File: src/rtl/dg0045_pkg.sv
// Shared types, default geometry and parity helper for the DG0045 RAM.
// Optional feature macro used by this slice: DG0045_RAM_PARITY_EN.
package dg0045_pkg;

    typedef enum logic {
        ST_CLEAR = 1'b0,
        ST_IDLE  = 1'b1
    } state_e;

    // Legacy 64x4 nibble RAM geometry.
    localparam int unsigned DG0045_DATA_W = 4;
    localparam int unsigned DG0045_ADDR_W = 6;

    // XOR-reduction: the bit that makes the word's one-count even.
    function automatic logic even_parity(input logic [63:0] data);
        return ^data;
    endfunction

endpackage

File: src/rtl/dg0045_ram_array.sv
// Storage for dg0045_ram_sync: single port, write-first registered read.
// With DG0045_RAM_PARITY_EN each word carries an even-parity bit and o_par_err is produced.
module dg0045_ram_array
    import dg0045_pkg::*;
#(
    parameter int unsigned DATA_W = DG0045_DATA_W,
    parameter int unsigned ADDR_W = DG0045_ADDR_W
) (
    input  logic              i_clk,
    input  logic              i_rst,
    input  logic              i_we,
    input  logic              i_re,
    input  logic [ADDR_W-1:0] i_addr,
    input  logic [DATA_W-1:0] i_wdata,
`ifdef DG0045_RAM_PARITY_EN
    output logic              o_par_err,
`endif
    output logic [DATA_W-1:0] o_rdata
);

    localparam int unsigned DEPTH = 2 ** ADDR_W;
`ifdef DG0045_RAM_PARITY_EN
    localparam int unsigned WORD_W = DATA_W + 1;
`else
    localparam int unsigned WORD_W = DATA_W;
`endif

    logic [WORD_W-1:0] r_mem [DEPTH];
    logic [WORD_W-1:0] w_wword;
    logic [WORD_W-1:0] w_rword;
    logic [DATA_W-1:0] r_rdata;

    always_comb begin
`ifdef DG0045_RAM_PARITY_EN
        w_wword = {even_parity(64'(i_wdata)), i_wdata};
`else
        w_wword = i_wdata;
`endif
        w_rword = r_mem[i_addr];
    end

    always_ff @(posedge i_clk) begin
        if (i_we) begin
            r_mem[i_addr] <= w_wword;
        end
    end

    // Read port only advances when i_re is set, so it holds across a clear.
    always_ff @(posedge i_clk) begin
        if (i_rst) begin
            r_rdata <= '0;
        end else if (i_re) begin
            r_rdata <= i_we ? i_wdata : w_rword[DATA_W-1:0];
        end
    end

    assign o_rdata = r_rdata;

`ifdef DG0045_RAM_PARITY_EN
    logic r_par_err;

    // A word being written is bypassed with fresh parity, so it cannot be in error.
    always_ff @(posedge i_clk) begin
        if (i_rst) begin
            r_par_err <= 1'b0;
        end else if (i_re) begin
            r_par_err <= i_we ? 1'b0 : even_parity(64'(w_rword));
        end
    end

    assign o_par_err = r_par_err;
`endif

endmodule

File: src/rtl/dg0045_ram_sync.sv
// DG0045 synchronous single-port RAM with a hardware clear sequencer and ready handshake.
// Optional feature macro: DG0045_RAM_PARITY_EN (adds par_err and a parity bit per word).
module dg0045_ram_sync
    import dg0045_pkg::*;
#(
    parameter int unsigned       DATA_W    = DG0045_DATA_W,
    parameter int unsigned       ADDR_W    = DG0045_ADDR_W,
    parameter logic [DATA_W-1:0] CLEAR_VAL = '0
) (
    input  logic              RAM_clk,
    input  logic              RAM_rst,
    input  logic [ADDR_W-1:0] addr,
    input  logic              we,
    input  logic [DATA_W-1:0] din,
    input  logic              clr_req,
`ifdef DG0045_RAM_PARITY_EN
    output logic              par_err,
`endif
    output logic [DATA_W-1:0] dout,
    output logic              ready
);

    state_e            r_state;
    state_e            w_state_d;
    logic [ADDR_W-1:0] r_cnt;
    logic [ADDR_W-1:0] w_cnt_d;

    logic              w_arr_we;
    logic              w_arr_re;
    logic [ADDR_W-1:0] w_arr_addr;
    logic [DATA_W-1:0] w_arr_wdata;

    always_ff @(posedge RAM_clk) begin
        if (RAM_rst) begin
            r_state <= ST_CLEAR;
            r_cnt   <= '0;
        end else begin
            r_state <= w_state_d;
            r_cnt   <= w_cnt_d;
        end
    end

    always_comb begin
        w_state_d = r_state;
        w_cnt_d   = r_cnt;
        unique case (r_state)
            ST_CLEAR: begin
                w_cnt_d = r_cnt + ADDR_W'(1);
                if (r_cnt == '1) begin
                    w_state_d = ST_IDLE;
                end
            end
            ST_IDLE: begin
                if (clr_req) begin
                    w_state_d = ST_CLEAR;
                    w_cnt_d   = '0;
                end
            end
        endcase
    end

    // In CLEAR the sequencer owns the array port; user inputs are ignored.
    always_comb begin
        ready       = (r_state == ST_IDLE);
        w_arr_re    = ready;
        w_arr_we    = 1'b0;
        w_arr_addr  = r_cnt;
        w_arr_wdata = CLEAR_VAL;
        if (!RAM_rst) begin
            w_arr_we = ready ? we : 1'b1;
        end
        if (ready) begin
            w_arr_addr  = addr;
            w_arr_wdata = din;
        end
    end

    dg0045_ram_array #(
        .DATA_W (DATA_W),
        .ADDR_W (ADDR_W)
    ) u_array (
        .i_clk     (RAM_clk),
        .i_rst     (RAM_rst),
        .i_we      (w_arr_we),
        .i_re      (w_arr_re),
        .i_addr    (w_arr_addr),
        .i_wdata   (w_arr_wdata),
`ifdef DG0045_RAM_PARITY_EN
        .o_par_err (par_err),
`endif
        .o_rdata   (dout)
    );

endmodule

File: config.mk
export PLATFORM = sky130hd
export DESIGN_NAME = dg0045_ram_sync
export DESIGN_NICKNAME = d
export VERILOG_FILES = /design/src/rtl/dg0045_pkg.sv /design/src/rtl/dg0045_ram_array.sv /design/src/rtl/dg0045_ram_sync.sv
export SDC_FILE = /design/constraint.sdc
export NUM_CORES = 1
export LEC_CHECK = 0
export CORE_MARGIN = 5
export CORE_UTILIZATION = 56
export DETAILED_ROUTE_END_ITERATION = 7
export GPL_TIMING_DRIVEN = 1
export HOLD_SLACK_MARGIN = 0.02
export PLACE_DENSITY = 0.75
export SYNTH_ARGS = -nofsm -noshare
export SYNTH_HDL_FRONTEND = slang
export SYNTH_HIERARCHICAL = 1
export SYNTH_SLANG_ARGS = --single-unit
File: constraint.sdc
create_clock -name RAM_clk -period 2.5 [get_ports RAM_clk]
set_input_delay 0.5 -clock RAM_clk [delete_from_list [all_inputs] [get_ports RAM_clk]]
set_output_delay 0.5 -clock RAM_clk [all_outputs]
set_load 0.1 [all_outputs]
# Yosys cells after proc, flatten, opt, wreduce, memory -nomap -nowiden
# Memories as Yosys holds them, arrays and structs flattened. A register that Yosys moved wholly into a read port is not among the register bits.
# Cells that the tools add are included.
# totals
ff_bits,7
ram_bits,256
mem_count,1
input_bits,14
rom_bits,0
out_inout_bits,5
elab_cells,18
latch_bits,0
# memory_table
memory,depth,width,read_ports,rd_ports_with_merged_regs,write_ports,line,rtl
u_array.r_mem,64,4,1,1,1,dg0045_ram_array.sv:28,logic [WORD_W-1:0] r_mem [DEPTH];
# classes
n_mul,0
n_div,0
n_bitwise,1
add_sub_neg,1
reduce_logical,0
eq_ne,2
n_lt_le_gt_ge,0
mux,11
n_shift,0
# op_table
op,n
$mux 6,2
$pmux 6 s2,1
$add 6x1->6 const B,1
$eq 6x6->1 const B,1
$mux 1,6
$mux 4,1
$ne 2x2->1 const B,1
$pmux 1 s2,1
$not 1->1,1

# Logic depth before layout (Yosys ltp)
# logic_depth
ltp_word,4
depth_mapped,12
depth_no_buf,7

# By module
# The synthesis kept the hierarchy.
# by_module_without_submodules
module,n_inst,area_each_um2,seq_area_each_um2,cells_each
dg0045_ram_array,1,10560.1,7767.4,649
dg0045_ram_sync,1,450.4,140.1,53

# Least setup slack after synthesis
# OpenSTA, ideal clock, no wires.
# synth_path
kind,reg-to-reg
from,register r_state (netlist: ready)
to,memory u_array/r_mem[1][0] in the netlist's numbering (enable)
path_slack_ns,-0.774
stages_incl_launch_ff,10
arrival_time_ns,2.945
setup_ns,0.329
period_less_slack_ns,3.274
path_buffers,5
t_required_ns,2.171
cell_sequence,dfxtp_1 > buf_6 > mux2_2 > buf_4 > buf_6 > buf_6 > buf_2 > nor2b_1 > nand2_1 > nor2_1
# synth_between
elab_cells_between_ends,5
classes_between,mux (5)
# synth_rtl
item,line,rtl
"start, declared",dg0045_ram_sync.sv:23,state_e r_state;
"start signal, assigned",dg0045_ram_sync.sv:38,r_state <= w_state_d;
$mux 6,dg0045_ram_sync.sv:72,if (ready) begin
named net w_arr_addr[2],dg0045_ram_sync.sv:30,logic [ADDR_W-1:0] w_arr_addr;
"end, declared",dg0045_ram_array.sv:28,
# The timed path passes the listed nets, and every way through them passes these cells.

# Final worst setup path
# layout_path
from,register r_state (netlist: ready)
to,register u_array.r_rdata[3] (netlist: u_array/o_rdata[3]) (read register of u_array.r_mem)
# layout_between
elab_chain_len,1
# layout_rtl
item,line,rtl
$mux 6,dg0045_ram_sync.sv:72,
named net w_arr_addr[2],dg0045_ram_sync.sv:30,
"end, declared",dg0045_ram_array.sv:31,logic [DATA_W-1:0] r_rdata;
# The timed path passes the listed nets, and every way through them passes these cells.
# A chain may end at the register's enable or synchronous reset.

==> out/qor.yml <==
sta:
  worst_slew_pin_slew_ns: 0.437
  hold_ws_ns: 0.549
  setup_viol: 0
  slew_violations: 0
  timing.fmax_mhz: 404
  fin_crit_sh_pct: 99.0
  setup_slack_ns: 0.0252
  hold_viol: 0
  finClkSkew_ns: 0.00887
  slew_headroom_pct: 70.8
  fin_crit_ns: 2.47
yosys:
  ys_types: 56
  synthCells: 702
  ys_seq_area_share_pct: 71.8
  synthFlopType: "edfxtp_1"
  async_flop_share_pct: 0
  synth_edf_count: 256
  synth_fp_nets: 717
  syn_avg_cell_area_sq_um: 15.7
  ys_warn_count: 6
  synth-seq-cells: 267
  syn_area_sq_um: 11000
layout:
  layout_commonest_cell: "edfxtp_1"
  final_nets: 864
  diodes: 0
  layout_common_cells: "edfxtp_1, buf_4, nor2_1, mux2i_1, clkbuf_16"
  area.growth.synth_to_final_pct: 26.1
  layout-drive-gt1-share_pct: 34.1
  finalNonFillerCells: 1134
  fin_util_pct: 71.5
power_and_ir_drop:
  switching_share_pct: 19.7
  p_comb_share_pct: 7.0
  p_switching_mw: 2.03
  p_per_area_nw_per_um2: 742
  power_frac_clock_pct: 45.9
  ir_drop_mv: 0.508
  intPower_mw: 8.27
  seq_power_share_pct: 47.1
  p_leak_nw: 4.71
detailed_routing:
  drcViolationCount: 0
  ant_nets: 0
  first_iter_violations: 1095
  routed_wirelength_um: 30300
  dr_total_vias: 7338
  via_per_inst: 6.47
  wl_per_cell_um: 26.7
  first_pass_iters: 5
setup_path:
  slowest_stage: "mux2_4"
  crit_chain: "mux2_4 > buf_4 > and2_1 > a21oi_1 > o21ai_0 > a21oi_1 > o211ai_1 > o21a_1"
  critPathLaunchType: "register"
  crit_arrival_ns: 2.89
  reg2reg_slack_ns: 0.03
  slowest_delay_ns: 0.42
  path_common_cell: "a21oi_1"
  critPathMaxFanout: 10
  critPathKind: "register to register"
  required_ns: 2.92
  cp-end-kind: "register"
floorplan:
  ios: 19
  die_w_um: 150
  fp.dieH_um: 150
  core_area_sq_um: 19400
  initial_core_util_pct: 56.8
  die_area_sq_um: 22600
  num_rows: 51
global_route:
  grt_max_degree: 66
  antenna_found_initial: 0
  grt_pass1_wl_um: 45500
  overflow: 0
  grt_pass1_vias: 7424
  grt_use_total_pct: 27.1
flow_run:
  drv_cap: 0
outcome:
  status: "completed"
clock_network:
  cts_made_buffers: 26
  tritoncts: "built"
  insertion_delay_ns: 0.53
  clk_pin_slew_ns: 0.06
  root_buffer: "clkbuf_16"
  h-tree-depth: 1
  clkSinkCount: 267
  cts_max_path_buffers: 3
placed_design:
  pre_cts_ws_ns: -0.480
  dp_hpwl_um: 19200
  gp_congestion: 0.914
  dp.cells: 1078
  port_buffers: 18
hold_path:
  hold_path.class: "register to register"
==> routing by layer <==
layer  share of wire, %  track usage [%]  vias to the layer above
met2                 48             44.2                      533
met4                5.1             11.8                        0
met3                 11             5.21                      112
met1                 36             35.8                     3618
li1                   -                -                     3075
met5                  0                0                        -
==> worst max-delay path, delay by kind of cell, from the launching register on <==
family | cells | cell delay (ns)
AO/OA/AOI/OAI | 5 | 1.04
flip-flops | 1 | 0.41
AND/OR/NAND/NOR | 1 | 0.27
buffers and inverters | 1 | 0.21
multiplexers | 1 | 0.42
==> Yosys cell counts, types with 11 or more instances <==
library cell    n  area share [%]
a22oi_1        27             1.8
mux2_2         15             1.5
nand2_1        19            0.65
mux2i_1        46             4.2
dfxtp_1        11             2.0
clkbuf_1       15            0.51
mux4_2         13             2.7
a221oi_1       14             1.1
nor2_1         79             2.7
a21oi_1        27             1.2
buf_2          17            0.77
edfxtp_1      256              70
==> cell families (layout without fill, tap and decap cells) <==
family | Yosys count | count (layout) | synth area share, %
flip-flops | 267 | 267 | 71.8
AND/OR/NAND/NOR | 157 | 157 | 6.72
AO/OA/AOI/OAI | 138 | 138 | 9.14
multiplexers | 84 | 85 | 9.40
buffers and inverters | 55 | 221 | 2.82
adder cells (fa/ha/maj) | 1 | 1 | 0.114
==> metrics by stage <==
step / power (mW) / instance area, sq um / setup TNS (ns)
2_1_floorplan: 5.32 / 11200 / -5.94
4_1_cts: 10.3 / 13700 / 0
3_3_place_gp: 5.59 / 12700 / -48.29
6_report: 10.3 / 13900 / 0
5_1_grt: 10.6 / 13900 / -0.00409
3_5_place_dp: 5.60 / 12700 / -51.40
==> timing repair <==
action	in CTS	in global routing
endpoints found under the setup margin	1	8
resized for setup	1	24
pin swaps	0	5
cloned	0	1
setup buffers	0	7
hold buffers	0	0
==> final cells by class <==
class / count / area (sq um)
Clock buffer: 30 / 687
Sequential cell: 267 / 7910
Timing Repair Buffer: 165 / 1460
Multi-Input combinational cell: 381 / 3100
Fill cell: 1180 / 5520
Inverter: 8 / 31.3
Tap cell: 265 / 332
Clock inverter: 18 / 364
==> power by group through the flow <==
stage          Clock [mW]  Combinational [mW]  Sequential [mW]
6_report             4.73               0.720             4.85
5_1_grt              4.97               0.746             4.85
4_1_cts              4.75               0.669             4.85
3_5_place_dp            0               0.656             4.94
3_3_place_gp            0               0.646             4.94
2_1_floorplan           0               0.382             4.94
==> registers in the layout, indices dropped and copies added (netlist names) <==
register	cells
ready	1
u_array/o_rdata	4
r_cnt	6
u_array/r_mem	256
==> worst paths after layout <==
| check | start | end | depth (start not counted) |
|---|---|---|---|
| min | r_cnt[4] | r_cnt[4] | 2 |
| min reg2reg | r_cnt[4] | r_cnt[4] | 2 |
| max reg2reg | ready | u_array/o_rdata[3] | 8 |
| max | ready | u_array/o_rdata[3] | 8 |
(Power assumes the default switching activity.)
